[src/rtl/wpin_uart_xcvr.sv]
// Single-pin word transceiver: serialises DWIDTH-bit words on o_z, deserialises from i_a into an RX FIFO.
// Latency: a TX frame lasts (DWIDTH+2)*P cycles; an RX word is visible 1 cycle after its stop-bit sample.
// Backpressure: o_tx_ready is low for the whole TX frame; a full RX FIFO without a pop drops the word and sets o_rx_ovf.
// Optional even-parity bit is enabled by defining WPIN_UART_PARITY_EN.

// Generic FIFO with a registered head output and pass-through when a push lands on the new head slot.
// Latency: a push shows up on empty/head_dat 1 cycle later.
// Backpressure: a push while full is accepted only together with a same-cycle pop.
module wpin_uart_xcvr_fifo #(
    parameter int unsigned W     = 64,
    parameter int unsigned DEPTH = 4
) (
    input  logic         clk,
    input  logic         rst,
    input  logic         push,
    input  logic [W-1:0] push_dat,
    input  logic         pop,
    output logic         full,
    output logic         empty,
    output logic [W-1:0] head_dat
);
    localparam int unsigned AW = $clog2(DEPTH);

    logic [W-1:0]  mem [DEPTH];
    logic [AW:0]   wr_ptr, rd_ptr, rd_ptr_n;
    logic          push_ok, pop_ok;

    assign empty    = (wr_ptr == rd_ptr);
    assign full     = (wr_ptr[AW] != rd_ptr[AW]) && (wr_ptr[AW-1:0] == rd_ptr[AW-1:0]);
    assign pop_ok   = pop & ~empty;
    assign push_ok  = push & (~full | pop_ok);
    assign rd_ptr_n = rd_ptr + (AW+1)'(pop_ok);

    always_ff @(posedge clk) begin
        if (push_ok) begin
            mem[wr_ptr[AW-1:0]] <= push_dat;
        end
    end

    always_ff @(posedge clk or posedge rst) begin
        if (rst) begin
            wr_ptr   <= '0;
            rd_ptr   <= '0;
            head_dat <= '0;
        end else begin
            wr_ptr <= wr_ptr + (AW+1)'(push_ok);
            rd_ptr <= rd_ptr_n;
            // The incoming word becomes the head when it lands on the slot being read next.
            if (push_ok && (wr_ptr[AW-1:0] == rd_ptr_n[AW-1:0])) begin
                head_dat <= push_dat;
            end else begin
                head_dat <= mem[rd_ptr_n[AW-1:0]];
            end
        end
    end
endmodule

module wpin_uart_xcvr #(
    parameter int unsigned DWIDTH   = 64,
    parameter int unsigned DIV_W    = 8,
    parameter int unsigned RX_DEPTH = 4
) (
    input  logic              i_clk,
    input  logic              i_rst,
    input  logic [DIV_W-1:0]  i_div,
    input  logic              i_tx_valid,
    output logic              o_tx_ready,
    input  logic [DWIDTH-1:0] i_tx_data,
    output logic              o_z,
    input  logic              i_a,
    output logic              o_rx_valid,
    input  logic              i_rx_ready,
    output logic [DWIDTH-1:0] o_rx_data,
    output logic              o_rx_ovf,
    output logic              o_rx_err,
    input  logic              i_clr
);
    localparam int unsigned        BCW     = $clog2(DWIDTH + 1);
    localparam logic [BCW-1:0]     TX_LAST = BCW'(DWIDTH);
    localparam logic [BCW-1:0]     RX_LAST = BCW'(DWIDTH - 1);
    localparam logic [BCW-1:0]     BIT_ONE = BCW'(1);
    localparam logic [DIV_W-1:0]   CNT_ONE = DIV_W'(1);

    typedef enum logic [2:0] {
        ST_IDLE,
        ST_START,
        ST_DATA,
        ST_PAR,
        ST_STOP
    } st_t;

    // ---------------- TX ----------------
    st_t               tx_state, tx_state_n;
    logic [DIV_W-1:0]  tx_cnt, tx_cnt_n, tx_p, tx_p_n;
    logic [BCW-1:0]    tx_bits, tx_bits_n;
    logic [DWIDTH-1:0] tx_shift, tx_shift_n;
    logic              tx_z, tx_z_n;
`ifdef WPIN_UART_PARITY_EN
    logic              tx_par, tx_par_n;
`endif

    always_ff @(posedge i_clk or posedge i_rst) begin
        if (i_rst) begin
            tx_state <= ST_IDLE;
            tx_cnt   <= '0;
            tx_p     <= '0;
            tx_bits  <= '0;
            tx_shift <= '0;
            tx_z     <= 1'b0;
`ifdef WPIN_UART_PARITY_EN
            tx_par   <= 1'b0;
`endif
        end else begin
            tx_state <= tx_state_n;
            tx_cnt   <= tx_cnt_n;
            tx_p     <= tx_p_n;
            tx_bits  <= tx_bits_n;
            tx_shift <= tx_shift_n;
            tx_z     <= tx_z_n;
`ifdef WPIN_UART_PARITY_EN
            tx_par   <= tx_par_n;
`endif
        end
    end

    always_comb begin
        tx_state_n = tx_state;
        tx_cnt_n   = tx_cnt;
        tx_p_n     = tx_p;
        tx_bits_n  = tx_bits;
        tx_shift_n = tx_shift;
        tx_z_n     = tx_z;
`ifdef WPIN_UART_PARITY_EN
        tx_par_n   = tx_par;
`endif
        case (tx_state)
            ST_IDLE: begin
                if (i_tx_valid) begin
                    tx_state_n = ST_START;
                    tx_cnt_n   = i_div;
                    tx_p_n     = i_div;
                    tx_shift_n = i_tx_data;
                    tx_bits_n  = '0;
                    tx_z_n     = 1'b1;
`ifdef WPIN_UART_PARITY_EN
                    tx_par_n   = ^i_tx_data;
`endif
                end
            end
            ST_START: begin
                if (tx_cnt == '0) begin
                    tx_state_n = ST_DATA;
                    tx_cnt_n   = tx_p;
                    tx_z_n     = tx_shift[DWIDTH-1];
                    tx_shift_n = {tx_shift[DWIDTH-2:0], 1'b0};
                    tx_bits_n  = BIT_ONE;
                end else begin
                    tx_cnt_n = tx_cnt - CNT_ONE;
                end
            end
            ST_DATA: begin
                if (tx_cnt == '0) begin
                    tx_cnt_n = tx_p;
                    if (tx_bits == TX_LAST) begin
`ifdef WPIN_UART_PARITY_EN
                        tx_state_n = ST_PAR;
                        tx_z_n     = tx_par;
`else
                        tx_state_n = ST_STOP;
                        tx_z_n     = 1'b0;
`endif
                    end else begin
                        tx_z_n     = tx_shift[DWIDTH-1];
                        tx_shift_n = {tx_shift[DWIDTH-2:0], 1'b0};
                        tx_bits_n  = tx_bits + BIT_ONE;
                    end
                end else begin
                    tx_cnt_n = tx_cnt - CNT_ONE;
                end
            end
`ifdef WPIN_UART_PARITY_EN
            ST_PAR: begin
                if (tx_cnt == '0) begin
                    tx_state_n = ST_STOP;
                    tx_cnt_n   = tx_p;
                    tx_z_n     = 1'b0;
                end else begin
                    tx_cnt_n = tx_cnt - CNT_ONE;
                end
            end
`endif
            ST_STOP: begin
                if (tx_cnt == '0) begin
                    tx_state_n = ST_IDLE;
                end else begin
                    tx_cnt_n = tx_cnt - CNT_ONE;
                end
            end
            default: tx_state_n = ST_IDLE;
        endcase
    end

    assign o_z        = tx_z;
    assign o_tx_ready = (tx_state == ST_IDLE);

    // ---------------- RX ----------------
    logic [2:0]        a_sync;
    logic              a_s, a_rise;
    st_t               rx_state, rx_state_n;
    logic [DIV_W-1:0]  rx_cnt, rx_cnt_n, rx_p, rx_p_n;
    logic [BCW-1:0]    rx_bits, rx_bits_n;
    logic [DWIDTH-1:0] rx_shift, rx_shift_n;
    logic              rx_push, rx_frm_err;
`ifdef WPIN_UART_PARITY_EN
    logic              rx_par, rx_par_n, rx_par_bad, rx_par_bad_n;
`endif
    logic              fifo_full, fifo_empty, rx_pop;

    // a_sync[1] is the synchronised line, a_sync[2] its previous value for edge detection.
    assign a_s    = a_sync[1];
    assign a_rise = a_sync[1] & ~a_sync[2];

    always_ff @(posedge i_clk or posedge i_rst) begin
        if (i_rst) begin
            a_sync     <= '0;
            rx_state   <= ST_IDLE;
            rx_cnt     <= '0;
            rx_p       <= '0;
            rx_bits    <= '0;
            rx_shift   <= '0;
`ifdef WPIN_UART_PARITY_EN
            rx_par     <= 1'b0;
            rx_par_bad <= 1'b0;
`endif
        end else begin
            a_sync     <= {a_sync[1:0], i_a};
            rx_state   <= rx_state_n;
            rx_cnt     <= rx_cnt_n;
            rx_p       <= rx_p_n;
            rx_bits    <= rx_bits_n;
            rx_shift   <= rx_shift_n;
`ifdef WPIN_UART_PARITY_EN
            rx_par     <= rx_par_n;
            rx_par_bad <= rx_par_bad_n;
`endif
        end
    end

    always_comb begin
        rx_state_n = rx_state;
        rx_cnt_n   = rx_cnt;
        rx_p_n     = rx_p;
        rx_bits_n  = rx_bits;
        rx_shift_n = rx_shift;
        rx_push    = 1'b0;
        rx_frm_err = 1'b0;
`ifdef WPIN_UART_PARITY_EN
        rx_par_n     = rx_par;
        rx_par_bad_n = rx_par_bad;
`endif
        case (rx_state)
            ST_IDLE: begin
                if (a_rise) begin
                    rx_state_n = ST_START;
                    rx_p_n     = i_div;
                    // ((i_div+1)>>1)-1 cycles to the mid-point of the start bit
                    rx_cnt_n   = (i_div >> 1) - {{(DIV_W-1){1'b0}}, ~i_div[0]};
                end
            end
            ST_START: begin
                if (rx_cnt == '0) begin
                    if (a_s) begin
                        rx_state_n = ST_DATA;
                        rx_cnt_n   = rx_p;
                        rx_bits_n  = '0;
`ifdef WPIN_UART_PARITY_EN
                        rx_par_n   = 1'b0;
`endif
                    end else begin
                        rx_state_n = ST_IDLE;
                    end
                end else begin
                    rx_cnt_n = rx_cnt - CNT_ONE;
                end
            end
            ST_DATA: begin
                if (rx_cnt == '0) begin
                    rx_shift_n = {rx_shift[DWIDTH-2:0], a_s};
                    rx_cnt_n   = rx_p;
`ifdef WPIN_UART_PARITY_EN
                    rx_par_n   = rx_par ^ a_s;
`endif
                    if (rx_bits == RX_LAST) begin
`ifdef WPIN_UART_PARITY_EN
                        rx_state_n = ST_PAR;
`else
                        rx_state_n = ST_STOP;
`endif
                    end else begin
                        rx_bits_n = rx_bits + BIT_ONE;
                    end
                end else begin
                    rx_cnt_n = rx_cnt - CNT_ONE;
                end
            end
`ifdef WPIN_UART_PARITY_EN
            ST_PAR: begin
                if (rx_cnt == '0) begin
                    rx_par_bad_n = a_s ^ rx_par;
                    rx_state_n   = ST_STOP;
                    rx_cnt_n     = rx_p;
                end else begin
                    rx_cnt_n = rx_cnt - CNT_ONE;
                end
            end
`endif
            ST_STOP: begin
                if (rx_cnt == '0) begin
                    rx_state_n = ST_IDLE;
`ifdef WPIN_UART_PARITY_EN
                    if (a_s | rx_par_bad) begin
`else
                    if (a_s) begin
`endif
                        rx_frm_err = 1'b1;
                    end else begin
                        rx_push = 1'b1;
                    end
                end else begin
                    rx_cnt_n = rx_cnt - CNT_ONE;
                end
            end
            default: rx_state_n = ST_IDLE;
        endcase
    end

    assign o_rx_valid = ~fifo_empty;
    assign rx_pop     = o_rx_valid & i_rx_ready;

    wpin_uart_xcvr_fifo #(
        .W     (DWIDTH),
        .DEPTH (RX_DEPTH)
    ) u_rx_fifo (
        .clk      (i_clk),
        .rst      (i_rst),
        .push     (rx_push),
        .push_dat (rx_shift_n),
        .pop      (rx_pop),
        .full     (fifo_full),
        .empty    (fifo_empty),
        .head_dat (o_rx_data)
    );

    // Sticky flags: a set event outranks a same-cycle clear.
    always_ff @(posedge i_clk or posedge i_rst) begin
        if (i_rst) begin
            o_rx_ovf <= 1'b0;
            o_rx_err <= 1'b0;
        end else begin
            o_rx_ovf <= (rx_push & fifo_full & ~rx_pop) | (o_rx_ovf & ~i_clr);
            o_rx_err <= rx_frm_err | (o_rx_err & ~i_clr);
        end
    end
endmodule
[config.mk]
export PLATFORM = sky130hd
export DESIGN_NAME = wpin_uart_xcvr
export DESIGN_NICKNAME = d
export VERILOG_FILES = /design/src/rtl/wpin_uart_xcvr.sv
export SDC_FILE = /design/constraint.sdc
export NUM_CORES = 1
export LEC_CHECK = 0
export CORE_MARGIN = 2
export CORE_UTILIZATION = 32
export DETAILED_ROUTE_END_ITERATION = 12
export HOLD_SLACK_MARGIN = 0.15
export PLACE_DENSITY = 0.58
export SETUP_SLACK_MARGIN = 0.15
export SLEW_MARGIN = 10
export SYNTH_ARGS = -nofsm -noshare
export SYNTH_HDL_FRONTEND = slang
export SYNTH_SLANG_ARGS = --single-unit
[constraint.sdc]
create_clock -name i_clk -period 9.92 [get_ports i_clk]
set_input_delay 2.976 -clock i_clk [delete_from_list [all_inputs] [get_ports i_clk]]
set_output_delay 2.976 -clock i_clk [all_outputs]
set_load 0.02 [all_outputs]
==> metrics.cfg, run 1 <==
[status]
outcome=finished clean

[timing]
clock_skew_ns=0.0244
finalSetupTns_ns=0
final_hold_viol_count=0
fmax_ghz=0.160
slew_viol_final=0
worst_slew_pin_slew_ns=1.14
slew_headroom=0.243
rsz0062_at_grt=no
finalCritPeriodShare=0.631
setup_viol_count_final=0
fin_crit_ns=6.26

[die]
coreArea_sq_um=63100
die_area_sq_um=65900
io_pins=147
rows=92
die_h_microns=257
die_x_microns=257
initial_core_util=0.324

[detailed_routing]
firstDrtPassIters=5
drc=0
post_drt_wl_per_cell_microns=18.2
wirelength_microns=43200
dr_total_vias=11500
drt-vias-per-instance=4.83
drtAntennaViolNets=0
drt_iter0_drc=954

[synthesis]
ys_warn_count=0
ys_seq_area_frac=0.689
synth_ff_type=edfxtp_1
synth_edf_count=256
synth_top_cell_by_area=edfxtp_1
avgSynthCellArea_sq_um=15.3
yosysUniqueCellTypes=66
ys_ff_latch=512
synth_fp_nets=1429
async_reset_ff_frac=0.500
yosys.area.top_type_share=0.376
synthTopCellsByCount=dfrtp_1 (256), edfxtp_1 (256), nand2_1 (153)
syn_inst=1339
synth_area_leaders=edfxtp_1 (38%), dfrtp_1 (31%), mux2_2 (7.7%), mux4_2 (7.1%), nand2_1 (2.8%)
syn-cell-area_sq_um=20400

[setup_path]
start_kind=primary input
crit_path_start=i_rx_ready
cp_cell_sequence=clkdlybuf4s50_1 > and2_1 > ha_4 > ha_4 > xor2_1 > nor3_4 > buf_12 > mux2_2
worstPathMaxFanout=66
r2r-start=u_rx_fifo.wr_ptr[1]
crit_type=in2reg
r2r_setup_slack_ns=5.57
cpPeakStageDelay_ns=0.96
cp.required_ns=10.40
crit_path_end_kind=flip-flop
slowest_stage=ha_4
arrival_ns=6.73
crit_end=u_rx_fifo.head_dat[26]
r2r-end=u_rx_fifo.head_dat[26]
reg2regPathDepth=10
crit_top_cell=ha_4

[global_route]
use_met1=0.180
busiest_layer=met2
grt_max_degree=141
grt_util_met2=0.210
grt_pass1_vias=11900
grt_pass1_wl_microns=68700
grt.met3_usage=0.0299
antenna_found_initial=0
grt-ovfl-total=0
grtUsageTotal=0.131

[clock_network]
cts_setup_buffers=0
htreeDepth=2
ctsLongestPathBuffers=3
cts_buffers=53
cts_resized=0
cts_sinks=512
clk_pin_slew_ns=0.06
clk_latency_ns=0.60
root_buffer=clkbuf_16
holdBufCountCts=0
cts_tree=built

[pwr]
p_sw_frac=0.285
p_int_w=0.00397
power_switching_w=0.00158
p_seq_frac=0.461
finalPower_w=0.00555
power.leakage_nw=9.97
power_frac_clock=0.359
comb_power_share=0.181
powerDensity_nw_per_um2=226
max-vdd-ir-drop_mv=0.148

[placed_design]
gp_routability_congestion=0.812
io_buffers=146
hpwl_microns=24600

[final_layout]
final_layout_size_suffix_gt1_frac=0.209
nNetsFinal=1572
area_growth_pct=20.3
fillers=5905
diodes=0

[min_path]
min_path_cells=0
hp-class=reg2reg

[run]
cap_violations=0

## layer usage
layer	up-vias	share of wire
met5	-	0
met4	0	0.019
met3	61	0.050
met2	215	0.47
met1	5885	0.46
li1	5295	-
## worst min path at each step
stage               startpoint         to  slack [ns]
detailed placement   a_sync[0]  a_sync[1]        0.35
global placement     a_sync[0]  a_sync[1]        0.34
CTS                  a_sync[0]  a_sync[1]        0.36
finish               a_sync[0]  a_sync[1]        0.35
floorplan            a_sync[0]  a_sync[1]        0.33
global route         a_sync[0]  a_sync[1]        0.37
## worst max-delay path: cells and delay by family
kind                     cells  cell delay (ns)
adder cells (fa/ha/maj)      2             1.13
AND/OR/NAND/NOR              2             1.05
buffers and inverters        2             0.92
multiplexers                 1             0.39
XOR/XNOR                     1             0.24
## stage by stage
| step | util | setup WS [ns] | hold WS [ns] | instance area, sq um | cells |
|---|---|---|---|---|---|
| floorplan | - | 1.32 | 0.331 | 20400 | 1339 |
| global placement | 0.362 | 2.93 | 0.336 | 22800 | 2273 |
| detailed placement | 0.362 | 2.93 | 0.345 | 22800 | 2273 |
| CTS | 0.390 | 3.54 | 0.359 | 24600 | 2372 |
| global route | 0.390 | 3.44 | 0.366 | 24600 | 2372 |
| finish | 0.390 | 3.66 | 0.354 | 24600 | 2372 |
## kinds of logic after synthesis
kind of cell,after synthesis,synth area share
flip-flops,512,0.689
AND/OR/NAND/NOR,341,0.0749
multiplexers,206,0.149
AO/OA/AOI/OAI,157,0.0514
buffers and inverters,92,0.0200
XOR/XNOR,18,0.00771
adder cells (fa/ha/maj),13,0.00783
## flip-flops by register name, indices dropped and copies added, names as in the netlist
register and cells:
a_sync 3, o_rx_err 1, o_rx_ovf 1, o_z 1
rx_bits 7, rx_cnt 8, rx_p 8, rx_shift 64
rx_state 3, tx_bits 7, tx_cnt 8, tx_p 8
tx_shift 64, tx_state 3, u_rx_fifo.head_dat 64, u_rx_fifo.mem 256
u_rx_fifo.rd_ptr 3, u_rx_fifo.wr_ptr 3
## final cells by class
cell class                      instances  area, sq um  area share
Inverter                               19         75.1     0.00305
Clock buffer                           69         1430      0.0580
Timing Repair Buffer                  161         1600      0.0650
Multi-Input combinational cell        735         6010       0.245
Tap cell                              846         1060      0.0431
Clock inverter                         30          318      0.0129
Sequential cell                       512        14100       0.573
## power groups by stage
stage	logic [W]	registers (W)	clock network, W
finish	0.00100	0.00256	0.00199
global route	0.00115	0.00259	0.00214
CTS	0.00102	0.00256	0.00205
detailed placement	0.00101	0.00260	0
global placement	0.000980	0.00259	0
floorplan	0.000805	0.00256	0
## layout by cell type (no fill, tap or decap), types with 8 or more instances in the layout
cell	Yosys	routed
clkinv_2	0	10
nand2_1	153	151
inv_1	19	18
edfxtp_1	256	256
clkbuf_16	0	53
a22o_1	11	11
mux2_2	140	140
a31oi_1	68	68
dfrtp_1	256	256
nor2_1	97	96
clkinv_1	0	9
buf_4	0	13
xnor2_1	8	8
xor2_1	10	10
a21oi_1	11	10
clkdlybuf4s50_1	0	146
nand3_1	19	19
nor3_1	15	14
o21ai_0	27	27
mux4_2	64	64
ha_1	12	10
clkbuf_1	52	12
No activity file was read; power rests on OpenSTA's default activity.
==> run 2: changes to the inputs <==
==> constraint.sdc (replaced) <==
create_clock -name i_clk -period 5.3 [get_ports i_clk]
set_input_delay 1.59 -clock i_clk [delete_from_list [all_inputs] [get_ports i_clk]]
set_output_delay 1.59 -clock i_clk [all_outputs]
set_load 0.02 [all_outputs]
==> run 2 against run 1 <==
Net effect:
- worst hold slack lost 0.0055 ns
- register-to-register slack lost 3.4 ns
- design area grew 0.79%
- highest routed layer unchanged
- largest cell class unchanged
- largest power group unchanged
==> metrics.cfg, run 2 (same netlist as run 1, synthesis figures left out) <==
[status]
outcome=finished clean

[min_path]
min_to=a_sync[1]
hp-class=reg2reg
min_from=a_sync[0]
min_path_cells=0

[pwr]
p_sw_frac=0.284
power_frac_clock=0.361
powerDensity_nw_per_um2=422
comb_power_share=0.180
power.leakage_nw=10.0
max-vdd-ir-drop_mv=0.290
p_int_w=0.00748
power_switching_w=0.00297
p_seq_frac=0.459

[die]
rows=92
die_x_microns=257
die_area_sq_um=65900
initial_core_util=0.324
die_h_microns=257
coreArea_sq_um=63100
io_pins=147

[detailed_routing]
wl_met3_microns=2410
drtAntennaViolNets=0
m1WireLength_microns=20000
wirelength_microns=43600
top_layer=met4
post_drt_wl_per_cell_microns=18.4
firstDrtPassIters=7
drt-vias-per-instance=4.87
drt_iter0_drc=759
drc=0
dr_total_vias=11600
routed-wl-met2_microns=20400

[final_layout]
largest_register_ffs=256
final_layout_size_suffix_gt1_frac=0.212
diodes=0
fin_area_sq_um=24800
multiInputGateArea_sq_um=6030
seq_area_sq_um=14100
area_growth_pct=21.2
nNetsFinal=1575
fillers=5933
final_cell_mix=dfrtp_1 (256), edfxtp_1 (256), nand2_1 (151)

[setup_path]
r2r_setup_slack_ns=2.14
crit_path_end_kind=primary output
r2r-start=rx_cnt[0]
r2r-end=u_rx_fifo.mem[3][58]
crit_type=reg2out
cp.required_ns=3.71
reg2regPathDepth=8
arrival_ns=2.27
start_kind=flip-flop
worstPathMaxFanout=7

[global_route]
grt_max_degree=129
grtUsageTotal=0.133
grt_pass1_vias=12200
antenna_found_initial=0
grt_pass1_wl_microns=69800
grt-ovfl-total=0

[placed_design]
gp_routability_congestion=0.799
io_buffers=146
placed_cell_area_sq_um=23000
hpwl_microns=25100

[timing]
fin_crit_ns=3.86
slew_headroom=0.298
slew_viol_final=0
fin_hold_ws_ns=0.349
worst_slew_pin_slew_ns=1.05
finalSetupTns_ns=0
finalCritPeriodShare=0.729
rsz0062_at_grt=no
final_hold_viol_count=0
setup_viol_count_final=0
fmax_ghz=0.259
clock_skew_ns=0.0309

[run]
cap_violations=0

[clock_network]
clk_latency_ns=0.62
ctsLongestPathBuffers=3
htreeDepth=2
cts_sinks=512
clk_pin_slew_ns=0.06
cts_setup_buffers=0
root_buffer=clkbuf_16
holdBufCountCts=0
cts_resized=0
cts_tree=built
cts_buffers=54

## run 2: cell count changes in the layout (fill, tap and decap cells not counted), moves of 4 or more
cell	before	now
clkbuf_8	4	10
clkinv_1	9	2
buf_4	13	6
clkbuf_1	12	19
clkinv_2	10	6
buf_12	2	11
## run 2: power groups by stage
| stage | clock (W) | combinational, W | sequential (W) |
|---|---|---|---|
| 6_report | 0.00377 | 0.00188 | 0.00479 |
| 4_1_cts | 0.00388 | 0.00191 | 0.00479 |
| 5_1_grt | 0.00404 | 0.00216 | 0.00484 |
| 3_3_place_gp | 0 | 0.00184 | 0.00485 |
| 3_5_place_dp | 0 | 0.00191 | 0.00487 |
| 2_1_floorplan | 0 | 0.00151 | 0.00479 |
## run 2: worst max path at each step
stage	startpoint	end	slack [ns]	depth (start not counted)
3_3_place_gp	i_rx_ready	u_rx_fifo.head_dat[27]	1.05	7
6_report	u_rx_fifo.wr_ptr[0]	o_rx_valid	1.44	4
5_1_grt	u_rx_fifo.wr_ptr[0]	o_rx_valid	1.29	4
3_5_place_dp	i_rx_ready	u_rx_fifo.head_dat[26]	1.05	6
2_1_floorplan	i_rst	a_sync[0]	0.34	1
4_1_cts	u_rx_fifo.wr_ptr[1]	o_rx_valid	1.36	4
## run 2: area by class of cell
type,count,share of cell area
tap,846,0.0427
sequential,512,0.569
inverter,19,0.00303
multi-input combinational,735,0.243
clock buffer,83,0.0630
clock inverter,19,0.00959
timing repair buffer,163,0.0697
## run 2: per-layer routing
layer,up-vias,track usage
met5,-,0
met4,0,0.0336
met3,54,0.0305
met2,237,0.214
met1,5977,0.181
li1,5298,-
## run 2: per-stage QoR
stage / std cells / power, W / util / setup slack, ns
final: 2377 / 0.0104 / 0.393 / 1.44
after global routing: 2377 / 0.0110 / 0.393 / 1.29
after CTS: 2377 / 0.0106 / 0.393 / 1.36
after detailed placement: 2275 / 0.00677 / 0.364 / 1.05
after global placement: 2275 / 0.00669 / 0.364 / 1.05
after floorplan: 1339 / 0.00629 / - / 0.338
## run 2: worst max-delay path: stages (launching register included)
cell and delay [ns]:
dfrtp_1 0.57, xor2_1 0.23, nor2_1 0.06, nand2_1 0.15
clkdlybuf4s50_1 0.63
==> RTL edit: new RTL, config.mk and constraints of run 1 <==
Change the parameter `RX_DEPTH` from 4 to 8.
--- a/src/rtl/wpin_uart_xcvr.sv
+++ b/src/rtl/wpin_uart_xcvr.sv
@@ -59,5 +59,5 @@
     parameter int unsigned DWIDTH   = 64,
     parameter int unsigned DIV_W    = 8,
-    parameter int unsigned RX_DEPTH = 4
+    parameter int unsigned RX_DEPTH = 8
 ) (
     input  logic              i_clk,
Formal check against the unedited RTL: same outputs for any inputs over 4 cycles, from zero or initial values and one cycle with i_rst high; that may be too few to reach the edited logic, so the function may still have changed.
==> RTL edit against run 1 <==
- global-route usage rose by 0.14 points
- setup slack worse by 0.043 ns
- sequential cell count up 258
- total power up 84%
- cell area is 48% higher
- count of clock-buffer cells in the layout increased by 50
- area after synthesis increased by 50%
- utilization fell by 0.79 points
- hold slack worse by 0.0065 ns
- sequential share of layout area rose by 2.9 points
- routed wire length up 50%
- register-to-register slack worse by 0.73 ns
- critical path depth grew 1
- largest cell class unchanged
==> RTL edit: results (changes against run 1) <==
layout cell share with drive strength beyond 1 -> 25.6% (+4.7 points)
Post-synth EDFFs -> 512 (+100%)
min-delay src -> a_sync[0]
P_comb -> 3.31 mW (+230%)
wire length on met2 -> 31.7 mm (+56%)
Layout fillers -> 8,702 (+47%)
delay-heaviest family, CP -> buffers and inverters
met1 WL -> 28.7 mm (+44%)
largest stage delay on the critical path -> 0.84 ns (-0.12 ns)
routed length per instance -> 19.9 um (+9.5%)
initial antenna violation count -> 0 (unchanged)
status -> complete, no violations
CTS root buffer -> clkbuf_16
crit path max-delay cell type -> buf_4
Global Route Usage Sum -> 13.3% (+0.14 points)
proportion of synthesized area in mux cells -> 17.2% (+2.3 points)
Pleak -> 13.6 nW (+36%)
Worst R2R Path Depth -> 11 (+1)
Max FO, Critical Path -> 65 (-1.5%)
relative slew slack -> 20.7% (-3.6 points)
Clock Latency Late Sink -> 0.62 ns (+0.02 ns)
post-synthesis sequential area ratio -> 71.2% (+2.3 points)
met1 Track Usage GR -> 17.7% (-0.33 points)
cells taking the most area after synthesis -> edfxtp_1 50%, dfrtp_1 21%, mux4_2 9.4%
first-pass GRT wire length -> 101 mm (+47%)
async set-reset flop share out of synthesis -> 33.5% (-16 points)
Layout Nets -> 2,010 (+28%)
distinct cell type count after synthesis -> 65 (-1.5%)
Syn Nets -> 1,853 (+30%)
RR Startpoint -> u_rx_fifo.wr_ptr[0]
skew final -> 0.0389 ns (+0.0144 ns)
Global Route met3 Usage -> 2.65% (-0.34 points)
vias in the first global route -> 17,200 (+45%)
M2 GR Usage -> 22.1% (+1.1 points)
flop2flop setup slack -> 4.84 ns (-0.73 ns)
switching share of power -> 29.3% (+0.85 points)
adder and majority cell fraction of the synthesized area -> 0.530% (-0.25 points)
Seq. pwr -> 3.91 mW (+53%)
Num CTS Buffers -> 80 (+51%)
largest net degree at the start of global routing -> 125 (-11%)
worst r2r dst -> u_rx_fifo.head_dat[46]
total negative slack -> 0 ns (unchanged)
via/cell ratio -> 4.92 (+1.8%)
max FFs per register -> 512 (+100%)
Synth top cells by count -> 512 x edfxtp_1, 258 x dfrtp_1, 205 x mux2_2
Initial DRC Count -> 1,136 (+19%)
critical path class -> input pin to register
DR pass1 iterations -> 7 (+2)
peak supply drop -> 0.313 mV (+110%)
CTS H-tree depth -> 3 (+1)
met3 wire len -> 3.16 mm (+47%)
GPL Wtd Cong -> 0.756 (-6.9%)
complex-gate fraction of the synthesized area -> 3.77% (-1.4 points)
RTL edit: through the flow:
| step | cells | power, mW | setup WS (ns) | hold WS, ns | instance area, um^2 |
|---|---|---|---|---|---|
| final | 3249 | 10.2 | 3.62 | 0.348 | 36300 |
| after global routing | 3249 | 10.8 | 3.48 | 0.370 | 36300 |
| after CTS | 3249 | 10.4 | 3.60 | 0.353 | 36300 |
| after detailed placement | 3102 | 7.35 | 2.93 | 0.340 | 33600 |
| after global placement | 3102 | 7.30 | 2.98 | 0.341 | 33600 |
| after floorplan | 1762 | 6.46 | 0.975 | 0.331 | 30700 |
RTL edit: final cells by class:
| class | instances | area [um^2] | share of cell area [%] |
|---|---|---|---|
| Sequential cell | 770 | 21800 | 60.2 |
| Multi-Input combinational cell | 876 | 8430 | 23.2 |
| Timing Repair Buffer | 172 | 1680 | 4.64 |
| Tap cell | 1265 | 1580 | 4.36 |
| Clock inverter | 28 | 398 | 1.10 |
| Inverter | 19 | 75.1 | 0.207 |
| Clock buffer | 119 | 2280 | 6.29 |
